[config.mk]
export PLATFORM = sky130hd
export DESIGN_NAME = imm_instr_encoder
export DESIGN_NICKNAME = d
export VERILOG_FILES = /design/src/rtl/imm_instr_encoder.sv
export SDC_FILE = /design/constraint.sdc
export NUM_CORES = 1
export LEC_CHECK = 0
export ABC_AREA = 1
export BUFFER_PORTS_ARGS = -buffer_cell sky130_fd_sc_hd__clkbuf_2
export CAP_MARGIN = 10
export CORE_MARGIN = 4
export CORE_UTILIZATION = 51
export CTS_BUF_LIST = sky130_fd_sc_hd__clkbuf_4
export DETAILED_ROUTE_END_ITERATION = 7
export GPL_ROUTABILITY_DRIVEN = 1
export HOLD_SLACK_MARGIN = 0.15
export PLACE_DENSITY = 0.79
export SLEW_MARGIN = 20
export SYNTH_ARGS = -nofsm -noshare
export SYNTH_HDL_FRONTEND = slang
export SYNTH_SLANG_ARGS = --single-unit
[constraint.sdc]
create_clock -name clk -period 1.3 [get_ports clk]
set_input_delay 0 -clock clk [delete_from_list [all_inputs] [get_ports clk]]
set_output_delay 0 -clock clk [all_outputs]
set_load 0.01 [all_outputs]
[src/rtl/imm_instr_encoder.sv]
// Packs decoded RV32 fields (format, immediate, registers, functs) into an instruction word.
// Latency: a request accepted on one edge is on the outputs after the next edge.
// Backpressure: two-stage valid/ready skid; in_ready drops only when both stages hold words.
module imm_instr_encoder #(
  parameter int              DW        = 32,
  parameter logic [DW-1:0]   BASE_ADDR = 32'h0000_0000,
  parameter logic [DW-1:0]   ADDR_STEP = DW'(4),
  parameter logic [DW-1:0]   NOP_WORD  = 32'h0000_0013
) (
  input  logic          clk,
  input  logic          rst_n,
  input  logic          clr,
  input  logic          in_valid,
  output logic          in_ready,
  input  logic [2:0]    imm_src,
  input  logic [DW-1:0] imm,
  input  logic [6:0]    opcode,
  input  logic [4:0]    rd,
  input  logic [4:0]    rs1,
  input  logic [4:0]    rs2,
  input  logic [2:0]    funct3,
  input  logic [6:0]    funct7,
  output logic          out_valid,
  input  logic          out_ready,
  output logic [DW-1:0] instr,
  output logic [DW-1:0] addr,
  output logic          err,
  output logic          err_sticky,
  output logic [15:0]   count
);

  localparam logic [2:0] SRC_I = 3'b000;
  localparam logic [2:0] SRC_B = 3'b001;
  localparam logic [2:0] SRC_S = 3'b010;
  localparam logic [2:0] SRC_U = 3'b011;
  localparam logic [2:0] SRC_R = 3'b111;

  typedef struct packed {
    logic [2:0]    src;
    logic [DW-1:0] imm;
    logic [6:0]    opcode;
    logic [4:0]    rd;
    logic [4:0]    rs1;
    logic [4:0]    rs2;
    logic [2:0]    funct3;
    logic [6:0]    funct7;
    logic          ok;
  } fields_t;

  fields_t       s1;
  logic          s1_valid;
  logic          s2_valid;
  logic          s2_free;
  logic          s1_adv;
  logic          in_xfer;
  logic          out_xfer;
  logic          hi_same;
  logic          range_ok;
  logic [DW-1:0] packed_word;

  assign s2_free   = !s2_valid || out_ready;
  assign s1_adv    = s1_valid && s2_free;
  assign in_ready  = !s1_valid || s2_free;
  assign in_xfer   = in_valid && in_ready;
  assign out_xfer  = s2_valid && out_ready;
  assign out_valid = s2_valid;

  // 12-bit signed fit: every bit from 11 upward is a copy of the sign.
  assign hi_same = (&imm[DW-1:11]) || !(|imm[DW-1:11]);

  // Classify whether the incoming immediate is representable in its format.
  always_comb begin
    range_ok = 1'b0;
    case (imm_src)
      SRC_I, SRC_B, SRC_S: range_ok = hi_same;
      SRC_U:               range_ok = (imm[11:0] == 12'd0);
      SRC_R:               range_ok = 1'b1;
      default:             range_ok = 1'b0;
    endcase
  end

  // Assemble the word from stage-1 fields; unencodable requests become a NOP.
  always_comb begin
    packed_word = NOP_WORD;
    if (s1.ok) begin
      case (s1.src)
        SRC_I: packed_word = {s1.imm[11:0], s1.rs1, s1.funct3, s1.rd, s1.opcode};
        // Branch layout: bit 10 lands in instr[7] so the extender's
        // {instr[31],instr[7],instr[30:25],instr[11:8]} reproduces imm[11:0].
        SRC_B: packed_word = {s1.imm[11], s1.imm[9:4], s1.rs2, s1.rs1, s1.funct3,
                              s1.imm[3:0], s1.imm[10], s1.opcode};
        SRC_S: packed_word = {s1.imm[11:5], s1.rs2, s1.rs1, s1.funct3,
                              s1.imm[4:0], s1.opcode};
        SRC_U: packed_word = {s1.imm[31:12], s1.rd, s1.opcode};
        SRC_R: packed_word = {s1.funct7, s1.rs2, s1.rs1, s1.funct3, s1.rd, s1.opcode};
        default: packed_word = NOP_WORD;
      endcase
    end
  end

  // Stage 1: capture request fields and the range verdict.
  always_ff @(posedge clk or negedge rst_n) begin
    if (!rst_n) begin
      s1_valid <= 1'b0;
      s1       <= '0;
    end else begin
      if (in_xfer) begin
        s1_valid  <= 1'b1;
        s1.src    <= imm_src;
        s1.imm    <= imm;
        s1.opcode <= opcode;
        s1.rd     <= rd;
        s1.rs1    <= rs1;
        s1.rs2    <= rs2;
        s1.funct3 <= funct3;
        s1.funct7 <= funct7;
        s1.ok     <= range_ok;
      end else if (s1_adv) begin
        s1_valid <= 1'b0;
      end
    end
  end

  // Stage 2: hold the assembled word until downstream takes it.
  always_ff @(posedge clk or negedge rst_n) begin
    if (!rst_n) begin
      s2_valid <= 1'b0;
      instr    <= '0;
      err      <= 1'b0;
    end else begin
      if (s1_adv) begin
        s2_valid <= 1'b1;
        instr    <= packed_word;
        err      <= !s1.ok;
      end else if (out_xfer) begin
        s2_valid <= 1'b0;
      end
    end
  end

  // Address/count/sticky status; clr overrides a coincident transfer.
  always_ff @(posedge clk or negedge rst_n) begin
    if (!rst_n) begin
      addr       <= BASE_ADDR;
      count      <= 16'd0;
      err_sticky <= 1'b0;
    end else if (clr) begin
      addr       <= BASE_ADDR;
      count      <= 16'd0;
      err_sticky <= 1'b0;
    end else if (out_xfer) begin
      addr       <= addr + ADDR_STEP;
      count      <= count + 16'd1;
      err_sticky <= err_sticky | err;
    end
  end

endmodule

==> results.md <==
- Most frequent cell after synthesis: nand2_1
- Critical path capture point type: flip-flop
- Final net count: 1,366
- Final worst path period share: 1.27
- Reg2reg path depth: 8
- Max Slew Vio Count: 0
- Clk sink count: 150
- Adder-Cell Fraction of Synth Area: 0.00349
- Post-Synth Simple-Gate Area: 0.297
- Mux cell area share after synthesis: 0
- Area leader, netlist: dfrtp_1
- R2r endpoint: addr[20]
- Worst Path Required: 1.82 ns
- Critical Path Most Common Cell: nand2_1
- Final Hold Viols: 0
- MaxCap Viol Count: 0
- Wirelength per Cell: between 20 and 25 um
- First-pass GRT wire length: between 30,000 and 40,000 um
- Main synth FF type: dfrtp_1
- CTS H-tree depth: 4
- Hold Crit Depth: 4
- Dpl ws: -0.180 ns
- Synth cell count leaders: nand2_1, dfrtp_1, nor2_1
- Max clock buf depth: 2
- Top cells by area, synth: dfrtp_1, nand2_1, nor2_1
- Final setup viols: approximately 160
- Setup Skew: roughly 0.037 ns
- Largest net degree at the start of global routing: 58
- Crit path buffers/inverters: 0
- Ports: 156
- Vias: 8,799
- Compound-cell area share of the yosys netlist: 0.105
- Outcome: finished with violations
- Async S/R FF share, synth: 1.00
- CP Max Fanout: 4
- Mean Syn Cell Area: 7.84 um^2
- RePlAce Congestion: 0.867
- Height of the die: 127 um
- Kind of critical path: reg -> reg
- Die span in x: 127 um
- Core area: approximately 14,000 um^2
- CTS tree: built
- Post-synth EDFFs: 0
- Total track usage: 0.303
- Sum Neg Setup Slack: -17.62 ns
- Post-synthesis sequential area ratio: 0.524
- Crit path cell chain: nand2_1, nor2_4, nand2_1, nor2_4, nand2_1, o21bai_2, nand2_1, nor2_1
- Startpoint Class: flip-flop
- Least-Margin Pin Slew: 0.509 ns
- Number of remaining DRC errors: 0
- CTS Root Cell: clkbuf_4
- WP data arrival: 2.18 ns
- Area Overhead vs Synth: 69.3%
- Failing checks: negative setup slack
- Family with the most delay on the worst path: simple AND/OR/NAND/NOR gates
- Detail Placement HPWL: about 14,000 um
- IO buf count: 153
- Final wirelength: 32,600 um
- FMAX: 605 MHz
- Synth Instances: 914
- Count of cell types in the netlist: 35
- Worst Hold Class: in -> reg
- Area of the die: 16,000 um^2
- Initial antenna violation count: 0
- Top cell type's share of synthesized area: 0.524
- Reg2Reg Setup Slack: -0.35 ns
- Layout Cells excl Fill: 1,485
- Post-synthesis cell area: 7170 um^2
- Antenna viol nets, final: 0
- Slowest stage cell, crit path: dfrtp_1
- Starting Density: 0.518
- Setup WS post-layout: -0.353 ns
- Worst reg2reg startpoint: addr[6]
- FP Rows: 43
- Largest family of logic cells by synthesized area: simple AND/OR/NAND/NOR gates
- Drt pass-1 iters: 6
- Max VDD drop: 888 uV
- Clk pin slew, worst setup/hold paths: ~0.14 ns
- Unrepaired setup endpoints after global routing: yes
- Cell Area, Placed: 8690 um^2
- Total leakage power: 0.00609 uW
- Remaining Overflow, GRT: 0
- Xor and xnor fraction of the mapped netlist area: 0.00122
- Hold Path End: s1[8]
- Vias in the first global route: 7,736
- Ant diodes: 0
- PwrDens: a little over 1000 nW/um^2
- Worst path max stage delay: 0.46 ns
- Final instance area: 12,100 um^2
- Fill count: 572
- Yosys reg bits: 150
- Share of cells above drive strength 1: 0.455
- Hold Path Origin: funct3[0]
- Max-slew headroom: 0.661
- Clk_lat worst skew: 0.62 ns
- Cell count after placement: 1,296
- Synthesis Warnings: 0
- Crit path time final: 1.65 ns
- Starting DRT DRC Count: 1,082
- Vias per cell: 5.93
- Num CTS Buffers: 17
state kept, by name, indices dropped and copies added (netlist names):
| name | cells |
|---|---|
| err_sticky | 1 |
| s1 | 68 |
| s1_valid | 1 |
| out_valid | 1 |
| err | 1 |
| addr | 30 |
| count | 16 |
| instr | 32 |
cell usage in the layout (no fill, tap or decap), types with 4 or more instances in the layout:
| cell | n |
|---|---|
| nand2_1 | 231 |
| o21ai_2 | 33 |
| dlygate4sd3_1 | 92 |
| nor2_4 | 22 |
| inv_2 | 6 |
| o21ai_1 | 25 |
| nand2_8 | 4 |
| clkbuf_2 | 140 |
| buf_6 | 47 |
| dfrtp_1 | 142 |
| nor2_2 | 10 |
| buf_4 | 72 |
| a22oi_1 | 11 |
| clkbuf_16 | 13 |
| o21ai_4 | 4 |
| nand2_4 | 44 |
| o21ai_0 | 7 |
| clkbuf_4 | 20 |
| buf_8 | 9 |
| nand3_2 | 16 |
| inv_1 | 72 |
| nor2_1 | 66 |
| clkinv_2 | 5 |
| a21oi_1 | 18 |
| nand3_1 | 24 |
| nand3_4 | 6 |
| a22o_1 | 5 |
| dfrtp_2 | 8 |
| nand2_2 | 80 |
| a21oi_2 | 12 |
| buf_12 | 9 |
worst min-delay path, delay by kind of cell:
kind                   cells  cell delay [ns]
AND/OR/NAND/NOR            2             0.10
buffers and inverters      2             0.62
worst max-delay path by stage:
stage                       start       end  slack [ns]  cells after the start
after floorplan           addr[3]  addr[20]       -0.17                      8
after global placement    addr[4]  addr[29]       -0.11                      7
after detailed placement  addr[2]  addr[20]       -0.18                      8
after CTS                 addr[2]  addr[20]       -0.17                      8
after global routing      addr[6]  addr[20]       -0.45                      8
final                     addr[6]  addr[20]       -0.35                      8
through the flow:
stage / power, uW / utilization / hold WS [ns]
after floorplan: 6610 / - / -0.296
after global placement: 7540 / 0.629 / -0.0791
after detailed placement: 7590 / 0.629 / -0.0783
after CTS: 10900 / 0.759 / 0.150
after global routing: 13000 / 0.878 / 0.165
final: 12600 / 0.878 / 0.147
power by group:
part	switching, uW	internal (uW)	total, uW
sequential	512	5170	5680
combinational	2140	1700	3840
clock	1880	1170	3050
total	4530	8030	12600
cell type report:
type / instances / area (um^2) / area share
Multi-Input combinational cell: 651 / 4070 / 0.336
Sequential cell: 150 / 3760 / 0.310
Timing Repair inverter: 2 / 27.5 / 0.00227
Clock buffer: 20 / 150 / 0.0124
Tap cell: 180 / 225 / 0.0186
Inverter: 85 / 364 / 0.0300
Clock inverter: 12 / 111 / 0.00918
Timing Repair Buffer: 385 / 3420 / 0.282
cells by family after synthesis:
family	Yosys count
fa+ha+maj	2
other cells	1
simple gates	513
flops	150
buf+inv	115
xor+xnor	1
compound gates	132
metal layers:
| metal | track usage | vias to the layer above | share of wire |
|---|---|---|---|
| li1 | - | 3667 | - |
| met1 | 0.365 | 4249 | 0.34 |
| met2 | 0.519 | 678 | 0.50 |
| met3 | 0.0568 | 205 | 0.087 |
| met4 | 0.156 | 0 | 0.071 |
| met5 | 0 | - | 0 |
timing repair:
action	in CTS	in global routing
setup buffers	25	25
pin swaps	47	83
hold endpoints to repair	278	0
cloned	5	18
hold buffers	92	0
gates resized for setup	101	341
setup endpoints to repair	85	143
No activity file was read; power rests on OpenSTA's default activity.
